===== config.mk =====
export PLATFORM = sky130hd
export DESIGN_NAME = arcade_input_flat
export DESIGN_NICKNAME = d
export VERILOG_FILES = /design/src/rtl/arcade_input_pkg.sv /design/src/rtl/arcade_input_if.sv /design/src/rtl/arcade_input_coin.sv /design/src/rtl/arcade_input.sv /design/src/flat_wrapper.sv
export SDC_FILE = /design/constraint.sdc
export NUM_CORES = 1
export LEC_CHECK = 0
export CAP_MARGIN = 20
export CORE_MARGIN = 2
export CORE_UTILIZATION = 30
export DETAILED_ROUTE_END_ITERATION = 10
export SYNTH_ARGS = -nofsm -noshare
export SYNTH_HDL_FRONTEND = slang
export SYNTH_HIERARCHICAL = 1
export SYNTH_SLANG_ARGS = --single-unit

===== constraint.sdc =====
create_clock -name clk -period 6.9 [get_ports clk]
set_input_delay 1.38 -clock clk [delete_from_list [all_inputs] [get_ports clk]]
set_output_delay 1.38 -clock clk [all_outputs]
set_load 0.005 [all_outputs]

===== src/rtl/arcade_input_pkg.sv =====
// Shared constants for arcade_input: PS/2 key map, joystick field layout and ioctl indices.
package arcade_input_pkg;

  localparam logic [7:0] SC_P0_UP    = 8'h75;
  localparam logic [7:0] SC_P0_DOWN  = 8'h72;
  localparam logic [7:0] SC_P0_LEFT  = 8'h6B;
  localparam logic [7:0] SC_P0_RIGHT = 8'h74;
  localparam logic [7:0] SC_P0_BTN0  = 8'h14;
  localparam logic [7:0] SC_P0_BTN1  = 8'h11;
  localparam logic [7:0] SC_P0_BTN2  = 8'h29;
  localparam logic [7:0] SC_P0_BTN3  = 8'h12;
  localparam logic [7:0] SC_P0_START = 8'h16;
  localparam logic [7:0] SC_P0_COIN  = 8'h2E;
  localparam logic [7:0] SC_P0_PAUSE = 8'h4D;

  localparam logic [7:0] SC_P1_UP    = 8'h2D;
  localparam logic [7:0] SC_P1_DOWN  = 8'h2B;
  localparam logic [7:0] SC_P1_LEFT  = 8'h23;
  localparam logic [7:0] SC_P1_RIGHT = 8'h34;
  localparam logic [7:0] SC_P1_BTN0  = 8'h1C;
  localparam logic [7:0] SC_P1_BTN1  = 8'h1B;
  localparam logic [7:0] SC_P1_BTN2  = 8'h15;
  localparam logic [7:0] SC_P1_BTN3  = 8'h1D;
  localparam logic [7:0] SC_P1_START = 8'h1E;
  localparam logic [7:0] SC_P1_COIN  = 8'h36;

  localparam int unsigned JOY_RIGHT = 0;
  localparam int unsigned JOY_LEFT  = 1;
  localparam int unsigned JOY_DOWN  = 2;
  localparam int unsigned JOY_UP    = 3;
  localparam int unsigned JOY_BTN0  = 4;

  localparam logic [7:0] DIP_IOCTL_INDEX  = 8'd254;
  localparam logic [7:0] GAME_IOCTL_INDEX = 8'd1;

  function automatic int unsigned idx_start(input int unsigned nb);
    return nb + 4;
  endfunction

  function automatic int unsigned idx_coin(input int unsigned nb);
    return nb + 5;
  endfunction

  function automatic int unsigned idx_pause(input int unsigned nb);
    return nb + 6;
  endfunction

  // Returns {valid, scancode} for a player's joystick field; valid=0 means no key.
  function automatic logic [8:0] key_map(input int unsigned player,
                                         input int unsigned field,
                                         input int unsigned nb);
    logic [8:0] r;
    r = '0;
    if (player == 0) begin
      if (field == JOY_RIGHT)                      r = {1'b1, SC_P0_RIGHT};
      else if (field == JOY_LEFT)                  r = {1'b1, SC_P0_LEFT};
      else if (field == JOY_DOWN)                  r = {1'b1, SC_P0_DOWN};
      else if (field == JOY_UP)                    r = {1'b1, SC_P0_UP};
      else if (field == JOY_BTN0 && nb > 0)        r = {1'b1, SC_P0_BTN0};
      else if (field == JOY_BTN0 + 1 && nb > 1)    r = {1'b1, SC_P0_BTN1};
      else if (field == JOY_BTN0 + 2 && nb > 2)    r = {1'b1, SC_P0_BTN2};
      else if (field == JOY_BTN0 + 3 && nb > 3)    r = {1'b1, SC_P0_BTN3};
      else if (field == idx_start(nb))             r = {1'b1, SC_P0_START};
      else if (field == idx_coin(nb))              r = {1'b1, SC_P0_COIN};
      else if (field == idx_pause(nb))             r = {1'b1, SC_P0_PAUSE};
    end else if (player == 1) begin
      if (field == JOY_RIGHT)                      r = {1'b1, SC_P1_RIGHT};
      else if (field == JOY_LEFT)                  r = {1'b1, SC_P1_LEFT};
      else if (field == JOY_DOWN)                  r = {1'b1, SC_P1_DOWN};
      else if (field == JOY_UP)                    r = {1'b1, SC_P1_UP};
      else if (field == JOY_BTN0 && nb > 0)        r = {1'b1, SC_P1_BTN0};
      else if (field == JOY_BTN0 + 1 && nb > 1)    r = {1'b1, SC_P1_BTN1};
      else if (field == JOY_BTN0 + 2 && nb > 2)    r = {1'b1, SC_P1_BTN2};
      else if (field == JOY_BTN0 + 3 && nb > 3)    r = {1'b1, SC_P1_BTN3};
      else if (field == idx_start(nb))             r = {1'b1, SC_P1_START};
      else if (field == idx_coin(nb))              r = {1'b1, SC_P1_COIN};
    end
    return r;
  endfunction

endpackage


===== src/rtl/arcade_input_if.sv =====
// ioctl download bus from hps_io; master drives, arcade_input listens.
interface arcade_input_if;
  logic [24:0] ioctl_addr;
  logic [7:0]  ioctl_data;
  logic        ioctl_wr;
  logic [7:0]  ioctl_index;

  modport master (output ioctl_addr, output ioctl_data, output ioctl_wr, output ioctl_index);
  modport slave  (input  ioctl_addr, input  ioctl_data, input  ioctl_wr, input  ioctl_index);
endinterface


===== src/rtl/arcade_input_coin.sv =====
// Per-player coin shaper: one fixed-length pulse per rising edge, edges during a pulse are dropped.
module arcade_input_coin #(
  parameter int unsigned COIN_PULSE = 1600000
) (
  input  logic clk,
  input  logic reset_n,
  input  logic coin_in,
  output logic coin_out
);
  localparam int unsigned CW = $clog2(COIN_PULSE + 1);

  logic          coin_q, coin_d;
  logic          coin_prev_q, coin_prev_d;
  logic          out_q, out_d;
  logic [CW-1:0] cnt_q, cnt_d;

  always_comb begin
    coin_d      = coin_in;
    coin_prev_d = coin_q;
    cnt_d       = cnt_q;
    if (coin_q && !coin_prev_q && cnt_q == '0) begin
      cnt_d = CW'(COIN_PULSE);
    end else if (cnt_q != '0) begin
      cnt_d = cnt_q - CW'(1);
    end
    out_d = (cnt_q != '0);
  end

  always_ff @(posedge clk or negedge reset_n) begin
    if (!reset_n) begin
      coin_q      <= 1'b0;
      coin_prev_q <= 1'b0;
      cnt_q       <= '0;
      out_q       <= 1'b0;
    end else begin
      coin_q      <= coin_d;
      coin_prev_q <= coin_prev_d;
      cnt_q       <= cnt_d;
      out_q       <= out_d;
    end
  end

  assign coin_out = out_q;
endmodule


===== src/rtl/arcade_input.sv =====
// Merges PS/2 keys and HPS joysticks, shapes coin/pause, captures DIP bytes and game index.
// Optional autofire on button 0 is enabled by defining ARCADE_INPUT_AUTOFIRE_EN.
module arcade_input
  import arcade_input_pkg::*;
#(
  parameter int unsigned NUM_PLAYERS     = 2,
  parameter int unsigned NUM_BUTTONS     = 4,
  parameter int unsigned NUM_DIP         = 8,
  parameter int unsigned COIN_PULSE      = 1600000,
  parameter int unsigned AUTOFIRE_CYCLES = 3200000
) (
  input  logic                                     clk,
  input  logic                                     reset_n,
  input  logic [10:0]                              ps2_key,
  input  logic [NUM_PLAYERS*(NUM_BUTTONS+7)-1:0]   joystick,
`ifdef ARCADE_INPUT_AUTOFIRE_EN
  input  logic [NUM_PLAYERS-1:0]                   autofire,
`endif
  arcade_input_if.slave                            ioctl,
  output logic [NUM_PLAYERS*4-1:0]                 joy,
  output logic [NUM_PLAYERS*NUM_BUTTONS-1:0]       buttons,
  output logic [NUM_PLAYERS-1:0]                   start,
  output logic [NUM_PLAYERS-1:0]                   coin,
  output logic                                     pause,
  output logic [NUM_DIP*8-1:0]                     dip,
  output logic [3:0]                               game_index
);
  localparam int unsigned PW = NUM_BUTTONS + 7;
  // Key registers always cover at least players 0/1 so the key map never indexes out of range.
  localparam int unsigned KP = (NUM_PLAYERS > 2) ? NUM_PLAYERS : 2;

  logic                            old_strobe_q, old_strobe_d;
  logic                            armed_q, armed_d;
  logic                            ps2_event;
  logic [KP*PW-1:0]                key_q, key_d;
  logic [NUM_PLAYERS*PW-1:0]       merged;
  logic [NUM_PLAYERS-1:0]          fire_gate;
  logic [NUM_PLAYERS*4-1:0]        joy_q, joy_d;
  logic [NUM_PLAYERS*NUM_BUTTONS-1:0] buttons_q, buttons_d;
  logic [NUM_PLAYERS-1:0]          start_q, start_d;
  logic                            pause_src_q, pause_src_d;
  logic                            pause_prev_q, pause_prev_d;
  logic                            pause_q, pause_d;
  logic [NUM_DIP*8-1:0]            dip_q, dip_d;
  logic [3:0]                      game_index_q, game_index_d;
  logic                            unused_ext;

  assign unused_ext = ps2_key[8];

  // armed_q masks the first cycle after reset so a high strobe at release is not an event.
  assign old_strobe_d = ps2_key[10];
  assign armed_d      = 1'b1;
  assign ps2_event    = armed_q && (old_strobe_q != ps2_key[10]);

  always_comb begin
    key_d = key_q;
    if (ps2_event) begin
      for (int unsigned p = 0; p < 2; p++) begin
        for (int unsigned f = 0; f < PW; f++) begin
          if (key_map(p, f, NUM_BUTTONS) == {1'b1, ps2_key[7:0]}) begin
            key_d[p*PW + f] = ps2_key[9];
          end
        end
      end
    end
  end

  always_comb begin
    merged = '0;
    for (int unsigned p = 0; p < NUM_PLAYERS; p++) begin
      merged[p*PW +: PW] = joystick[p*PW +: PW] | key_q[p*PW +: PW];
    end
  end

`ifdef ARCADE_INPUT_AUTOFIRE_EN
  localparam int unsigned AW = (AUTOFIRE_CYCLES > 1) ? $clog2(AUTOFIRE_CYCLES) : 1;

  logic [AW-1:0] af_cnt_q, af_cnt_d;
  logic          af_phase_q, af_phase_d;

  always_comb begin
    af_cnt_d   = af_cnt_q + AW'(1);
    af_phase_d = af_phase_q;
    if (af_cnt_q == AW'(AUTOFIRE_CYCLES - 1)) begin
      af_cnt_d   = '0;
      af_phase_d = ~af_phase_q;
    end
  end

  always_ff @(posedge clk or negedge reset_n) begin
    if (!reset_n) begin
      af_cnt_q   <= '0;
      af_phase_q <= 1'b1;
    end else begin
      af_cnt_q   <= af_cnt_d;
      af_phase_q <= af_phase_d;
    end
  end

  assign fire_gate = ~autofire | {NUM_PLAYERS{af_phase_q}};
`else
  logic [31:0] unused_af_cycles;
  assign unused_af_cycles = AUTOFIRE_CYCLES;
  assign fire_gate        = '1;
`endif

  always_comb begin
    joy_d       = '0;
    buttons_d   = '0;
    start_d     = '0;
    pause_src_d = 1'b0;
    for (int unsigned p = 0; p < NUM_PLAYERS; p++) begin
      joy_d[p*4 +: 4] = {merged[p*PW + JOY_UP],    merged[p*PW + JOY_DOWN],
                         merged[p*PW + JOY_RIGHT], merged[p*PW + JOY_LEFT]};
      for (int unsigned b = 0; b < NUM_BUTTONS; b++) begin
        buttons_d[p*NUM_BUTTONS + b] = merged[p*PW + JOY_BTN0 + b] & ((b != 0) | fire_gate[p]);
      end
      start_d[p]  = merged[p*PW + idx_start(NUM_BUTTONS)];
      pause_src_d = pause_src_d | merged[p*PW + idx_pause(NUM_BUTTONS)];
    end
    pause_prev_d = pause_src_q;
    pause_d      = pause_q ^ (pause_src_q & ~pause_prev_q);
  end

  always_comb begin
    dip_d        = dip_q;
    game_index_d = game_index_q;
    if (ioctl.ioctl_wr && ioctl.ioctl_index == DIP_IOCTL_INDEX) begin
      for (int unsigned k = 0; k < NUM_DIP; k++) begin
        if (ioctl.ioctl_addr == 25'(k)) dip_d[k*8 +: 8] = ioctl.ioctl_data;
      end
    end
    if (ioctl.ioctl_wr && ioctl.ioctl_index == GAME_IOCTL_INDEX) begin
      game_index_d = ioctl.ioctl_data[3:0];
    end
  end

  always_ff @(posedge clk or negedge reset_n) begin
    if (!reset_n) begin
      old_strobe_q <= 1'b0;
      armed_q      <= 1'b0;
      key_q        <= '0;
      joy_q        <= '0;
      buttons_q    <= '0;
      start_q      <= '0;
      pause_src_q  <= 1'b0;
      pause_prev_q <= 1'b0;
      pause_q      <= 1'b0;
      dip_q        <= '0;
      game_index_q <= '0;
    end else begin
      old_strobe_q <= old_strobe_d;
      armed_q      <= armed_d;
      key_q        <= key_d;
      joy_q        <= joy_d;
      buttons_q    <= buttons_d;
      start_q      <= start_d;
      pause_src_q  <= pause_src_d;
      pause_prev_q <= pause_prev_d;
      pause_q      <= pause_d;
      dip_q        <= dip_d;
      game_index_q <= game_index_d;
    end
  end

  for (genvar p = 0; p < NUM_PLAYERS; p++) begin : g_coin
    arcade_input_coin #(
      .COIN_PULSE(COIN_PULSE)
    ) u_coin (
      .clk      (clk),
      .reset_n  (reset_n),
      .coin_in  (merged[p*PW + idx_coin(NUM_BUTTONS)]),
      .coin_out (coin[p])
    );
  end

  assign joy        = joy_q;
  assign buttons    = buttons_q;
  assign start      = start_q;
  assign pause      = pause_q;
  assign dip        = dip_q;
  assign game_index = game_index_q;
endmodule


===== src/flat_wrapper.sv =====
// flat-port wrapper written by rule: the top's interface ports become plain ports
module arcade_input_flat import arcade_input_pkg::*;
#(
  parameter int unsigned NUM_PLAYERS     = 2,
  parameter int unsigned NUM_BUTTONS     = 4,
  parameter int unsigned NUM_DIP         = 8,
  parameter int unsigned COIN_PULSE      = 1600000,
  parameter int unsigned AUTOFIRE_CYCLES = 3200000
)
  (clk, reset_n, ps2_key, joystick, joy, buttons, start, coin, pause, dip, game_index, ioctl_ioctl_addr, ioctl_ioctl_data, ioctl_ioctl_wr, ioctl_ioctl_index);
  arcade_input_if ioctl_i ();
  input  logic clk;
  input  logic reset_n;
  input  logic [10:0] ps2_key;
  input  logic [NUM_PLAYERS*(NUM_BUTTONS+7)-1:0] joystick;
  output logic [NUM_PLAYERS*4-1:0] joy;
  output logic [NUM_PLAYERS*NUM_BUTTONS-1:0] buttons;
  output logic [NUM_PLAYERS-1:0] start;
  output logic [NUM_PLAYERS-1:0] coin;
  output logic pause;
  output logic [NUM_DIP*8-1:0] dip;
  output logic [3:0] game_index;
  input wire logic [$bits(ioctl_i.ioctl_addr)-1:0] ioctl_ioctl_addr;
  input wire logic [$bits(ioctl_i.ioctl_data)-1:0] ioctl_ioctl_data;
  input wire logic [$bits(ioctl_i.ioctl_wr)-1:0] ioctl_ioctl_wr;
  input wire logic [$bits(ioctl_i.ioctl_index)-1:0] ioctl_ioctl_index;
  assign ioctl_i.ioctl_addr = ioctl_ioctl_addr;
  assign ioctl_i.ioctl_data = ioctl_ioctl_data;
  assign ioctl_i.ioctl_wr = ioctl_ioctl_wr;
  assign ioctl_i.ioctl_index = ioctl_ioctl_index;
  arcade_input #(.NUM_PLAYERS(NUM_PLAYERS), .NUM_BUTTONS(NUM_BUTTONS), .NUM_DIP(NUM_DIP), .COIN_PULSE(COIN_PULSE), .AUTOFIRE_CYCLES(AUTOFIRE_CYCLES)) u_core (.clk(clk), .reset_n(reset_n), .ps2_key(ps2_key), .joystick(joystick), .ioctl(ioctl_i), .joy(joy), .buttons(buttons), .start(start), .coin(coin), .pause(pause), .dip(dip), .game_index(game_index));
endmodule

### Word level (Yosys, flattened, before mapping)

Cells that the tools add are included.

| storage, ports and cells | value |
|---|---|
| flip-flop bits (word level) | 160 |
| input port bits | 77 |
| output and inout port bits | 89 |
| logic and storage cells | 155 |

| cells by class | value |
|---|---|
| add/subtract/negate cells | 2 |
| equality and inequality tests | 31 |
| muxes and demuxes | 25 |
| bitwise logic cells | 6 |
| reductions and logical operators | 45 |

Operators by type and width:

| cell | number |
|---|---|
| equality test 9 bit | 21 |
| 2-to-1 mux 9 bit | 21 |
| equality test 25 x 3 -> 1 bit (second input constant) | 4 |
| 2-to-1 mux 21 bit | 4 |
| AND reduction 2 bit | 29 |
| equality test 25 x 2 -> 1 bit (second input constant) | 2 |
| zero test 21 bit | 2 |
| nonzero test 21 bit | 2 |
| subtractor 21 x 1 -> 21 bit (second input constant) | 2 |
| equality test 25 x 1 -> 1 bit (second input constant) | 1 |
| zero test 25 bit | 1 |
| OR 11 x 10 -> 11 bit | 1 |
| OR 11 bit | 1 |
| equality test 8 x 1 -> 1 bit (second input constant) | 1 |
| equality test 8 bit (second input constant) | 1 |
| logical AND 1 bit | 7 |
| nonzero test 2 bit | 2 |
| zero test 1 bit | 2 |
| AND 1 bit | 1 |
| != test 1 bit | 1 |
| NOT 1 bit | 1 |
| OR 1 bit | 1 |
| XOR 1 bit | 1 |

### Longest topological paths before layout

| logic depth | value |
|---|---|
| word-level depth | 5 |
| depth in mapped cells | 8 |
| mapped depth without buffers | 7 |

### By module

The synthesis kept the hierarchy.

By module, submodules not included:

| module | instances | cells each | area an instance (µm²) | seq. area each (µm²) |
|---|---|---|---|---|
| arcade_input | 1 | 305 | 4,493.1 | 2,802.7 |
| arcade_input_coin (u_core.g_coin[0].u_coin) | 1 | 108 | 1,173.6 | 600.6 |
| arcade_input_coin (u_core.g_coin[1].u_coin) | 1 | 103 | 1,121.1 | 600.6 |

### Worst setup path before layout

Ideal clock, no wire load.

| timing | value |
|---|---|
| kind | input to register |
| start | input ioctl_ioctl_addr[17] |
| end | register u_core.dip_q[0] (netlist: u_core/dip[0]) |
| library setup time | 0.125 ns |
| arrival | 3.059 ns |
| data required time | 6.775 ns |
| setup slack | 3.716 ns |
| cell stages on the path | 4 |
| buffers on the path | 0 |
| cell sequence | or4_1 > nor4_4 > nand4_2 > mux2_2 |

| between the ends | value |
|---|---|
| longest elaborated chain between the ends | 2 |

Ends and longest elaborated chain:

| element | RTL line | text |
|---|---|---|
| start: declaration | flat_wrapper.sv:23 | `input wire logic [$bits(ioctl_i.ioctl_addr)-1:0] ioctl_ioctl_addr;` |
| zero test 25 bit | arcade_input.sv:130 | `if (ioctl.ioctl_addr == 25'(k)) dip_d[k*8 +: 8] = ioctl.ioctl_data;` |
| AND reduction 2 bit (no source line) | -- |  |
| end signal: assignment | arcade_input.sv:161 | `dip_q <= dip_d;` |
| end: declaration | arcade_input.sv:44 | `logic [NUM_DIP*8-1:0] dip_q, dip_d;` |

No other way between the ends.
A chain may end at the register's enable or synchronous reset.

### Worst setup path after layout

| timing | value |
|---|---|
| start | input ioctl_ioctl_addr[17] |
| end | register u_core.dip_q[9] (netlist: u_core/dip[9]) |

| between the ends | value |
|---|---|
| longest elaborated chain between the ends | 2 |

Ends and longest elaborated chain:

| element | RTL line |
|---|---|
| equality test 25 x 1 -> 1 bit | arcade_input.sv:130 |
| AND reduction 2 bit (no source line) | -- |

No other way between the ends.

==> summary.txt <==
Run status
  – Run status: complete, no violations

Synth
  – Area share of xor/xnor cells in the synthesized design: 0.0284
  – Yosys reg bits: 160
  – Largest family of logic cells by synthesized area: simple AND/OR/NAND/NOR gates
  – Cell count after synthesis: a little over 500
  – Yosys top cell area share: 0.590
  – Synthesized area per cell: 13.2 um^2
  – Post-synthesis sequential area ratio: 0.590
  – Netlist cell types: 57
  – Mux share of post-synthesis cell area: 0.160
  – Synthesis Warnings: 6
  – Most used DFF post-synth: dfrtp_1
  – Adder-Cell Fraction of Synth Area: 0.00369
  – Synth Cell Area: 6790 um^2
  – Post-synthesis compound-gate area fraction: 0.0297
  – Post-synth EDFFs: 0
  – Leading area contributor after synthesis: dfrtp_1
  – Area contributors post-synth: dfrtp_1, mux2_2, or2_2
  – Post-synth net total: about 600
  – Async set-or-reset flop fraction in the synthesized netlist: 1.00
  – Post-synthesis simple-gate area fraction: 0.175

Power
  – Cell Pwr Density: 237 nW/um^2
  – Peak supply drop: 181 uV
  – Total power: ~2200 uW
  – Reg power frac: 0.478
  – Sw power: 600 uW
  – Clk network pwr share: 0.412
  – Net Sw Frac: 0.271
  – Gate power share: 0.110
  – Internal Power: 1610 uW
  – Leakage: slightly above 0.004 uW

Global routing
  – Largest net degree at the start of global routing: 87
  – GR Util met3: 0.0381
  – M2 GR Usage: 0.238
  – Initial antenna violation count: 0
  – First-pass GRT wire length: around 26 mm
  – GRT Resource Usage Total: 0.140
  – GR peak layer: met2
  – Vias in the first global route: a little under 5000
  – Total grt overflow: 0
  – Met1 usage in global routing: 0.170

Cells and area
  – Finished Core Util: 0.416
  – Most common cell after layout, fill and taps aside: clkdlybuf4s50_1
  – Ant diodes: 0
  – Layout cells sized above 1: 0.249
  – Fin cells: 991
  – Area growth, synth to finish: 37.5%
  – Final nets: 772
  – Commonest non-fill, non-tap cells in the layout: clkdlybuf4s50_1, dfrtp_1, mux2_2

Timing
  – Final worst path period share: 0.521
  – Slew margin rel.: 0.274
  – Unrepaired setup endpoints after global routing: no
  – Slew at the pin closest to its max-slew limit: 1080 ps
  – Fmax: 278 MHz
  – Setup violations, final: 0
  – Tmin final: 3590 ps
  – Max Slew Vio Count: 0
  – TNS Setup: 0 ps
  – Endpoints failing hold: 0
  – Clock Skew: 13.2 ps

Floorplan
  – Initial Util: 0.303
  – CORE AREA: around 22000 um^2
  – Die X-Extent: 154 um
  – Top Ports: 166
  – Die span in y: 154 um
  – Die ar.: 23800 um^2
  – # rows: 55

Clock tree
  – CTS H-tree lvls: 4
  – Root Driver: clkbuf_16
  – Post-CTS Resized: 0
  – Post CTS Setup Buffer Count: 0
  – Worst skew pair latency: 430 ps
  – CTS Hold Bufs: 0
  – Longest Clk Path Bufs: 2
  – Worst-path clk slew: 70 ps
  – Total CTS buffers: 17
  – CTS tree: yes
  – Clock sink total: 160

Place
  – Final Wtd Congestion: 0.848
  – Dpl cells: 959
  – I/O Buffers: 164
  – HPWL after DPL: roughly 12 mm

Drt
  – DRT antenna net count: 0
  – Drt pass-1 iters: 4
  – Post-detailed-route wirelength per cell: about 16 um
  – Detailed Route WL: 16.3 mm
  – Detailed router's first-iteration violation count: 194
  – Residual DRC: 0
  – Vias per inst: 4.82
  – Vias: 4772

Worst setup path
  – Worst-path maximum fanout: 8
  – Critical path data required time: between 7000 and 8000 ps
  – WP data arrival: 3900 ps
  – Setup crit start kind: primary input
  – CP Cell Sequence: clkdlybuf4s50_1 > or4_1 > nor4_4 > nand4_2 > mux2_2
  – Crit path capture type: flip-flop
  – Critical Path Max Stage Delay: 580 ps
  – WS Path Type: in2reg
  – Critical Path Slowest Stage Cell: or4_1

Job
  – Total of max-cap violations: 0

Hold path
  – Hold Path Class: reg2reg
per-layer routing:
layer | part of all wire | vias up
met1 | 0.42 | 2429
met4 | 0.024 | 0
met2 | 0.51 | 98
met3 | 0.040 | 27
met5 | 0 | -
li1 | - | 2218
sequential cells by signal, summed over array words and instances (netlist names):
name,cells
u_core/start,2
u_core/armed_q,1
u_core/dip,64
u_core/pause_prev_d,1
u_core/old_strobe_q,1
u_core/pause,1
u_core/g_coin.u_coin/coin_out,2
u_core/buttons,8
u_core/pause_prev_q,1
u_core/joy,8
u_core/g_coin.u_coin/coin_prev_d,2
u_core/key_q,21
u_core/game_index,4
u_core/g_coin.u_coin/coin_prev_q,2
u_core/g_coin.u_coin/cnt_q,42
cell type report:
| type | count | area, um^2 |
|---|---|---|
| fillers | 2084 | 13100 |
| flip-flops and latches | 160 | 4000 |
| multi-input cells | 339 | 2700 |
| repair buffers | 165 | 1650 |
| clock buffers | 17 | 425 |
| well taps | 285 | 357 |
| clock inverters | 15 | 156 |
| inverters | 10 | 42.5 |
path summary, 6_finish.rpt:
check,startpoint,end,cells after the start,slack (ps)
max,ioctl_ioctl_addr[17],u_core/dip[9],5,3310
min,u_core/pause_prev_d,u_core/pause_prev_q,0,380
max reg2reg,u_core/g_coin[0].u_coin/cnt_q[0],u_core/g_coin[0].u_coin/cnt_q[20],6,4290
min reg2reg,u_core/pause_prev_d,u_core/pause_prev_q,0,380
max in group asynchronous,reset_n,u_core/g_coin[0].u_coin/cnt_q[13],2,4470
min in group asynchronous,reset_n,u_core/game_index[2],1,990
metrics by stage:
step / setup WS (ps) / hold WS, ps / cell area, um^2
2_1_floorplan: 3720 / 355 / 6790
3_3_place_gp: 2890 / 362 / 8750
3_5_place_dp: 2840 / 369 / 8750
4_1_cts: 3300 / 384 / 9330
5_1_grt: 3190 / 398 / 9330
6_report: 3310 / 380 / 9330
cells by family (layout without fill, tap and decap cells):
group,Yosys count,count (layout)
AO/OA/AOI/OAI,29,29
XOR/XNOR,22,22
adder cells (fa/ha/maj),2,2
buffers and inverters,17,207
flip-flops,160,160
multiplexers,97,97
other,1,1
AND/OR/NAND/NOR,188,188
worst max-delay path, delay by kind of cell:
| kind | cells | cell delay [ps] |
|---|---|---|
| buf+inv | 1 | 390 |
| simple gates | 3 | 1660 |
| mux | 1 | 460 |
power by group through the flow:
stage	registers, uW	logic, uW	clock network [uW]
3_3_place_gp	1070	236	0
4_1_cts	1060	246	940
5_1_grt	1070	273	988
6_report	1060	243	911
3_5_place_dp	1070	248	0
2_1_floorplan	1060	128	0
cells in the mapped netlist (all sizes together), types with 3 or more instances:
cell type	number
nor2	35
or2	21
buf	4
o21ai	7
dfrtp	160
mux2i	5
nor3b	6
or4	11
nand4	10
a211oi	3
nor4b	3
nand3	9
nand2	18
nand4b	3
clkbuf	3
nor2b	3
xnor2	9
or3	4
nor4	14
xor2	13
a21oi	12
inv	10
and3	6
nand2b	8
nor3	24
mux2	92
No activity file was read; power rests on OpenSTA's default activity.
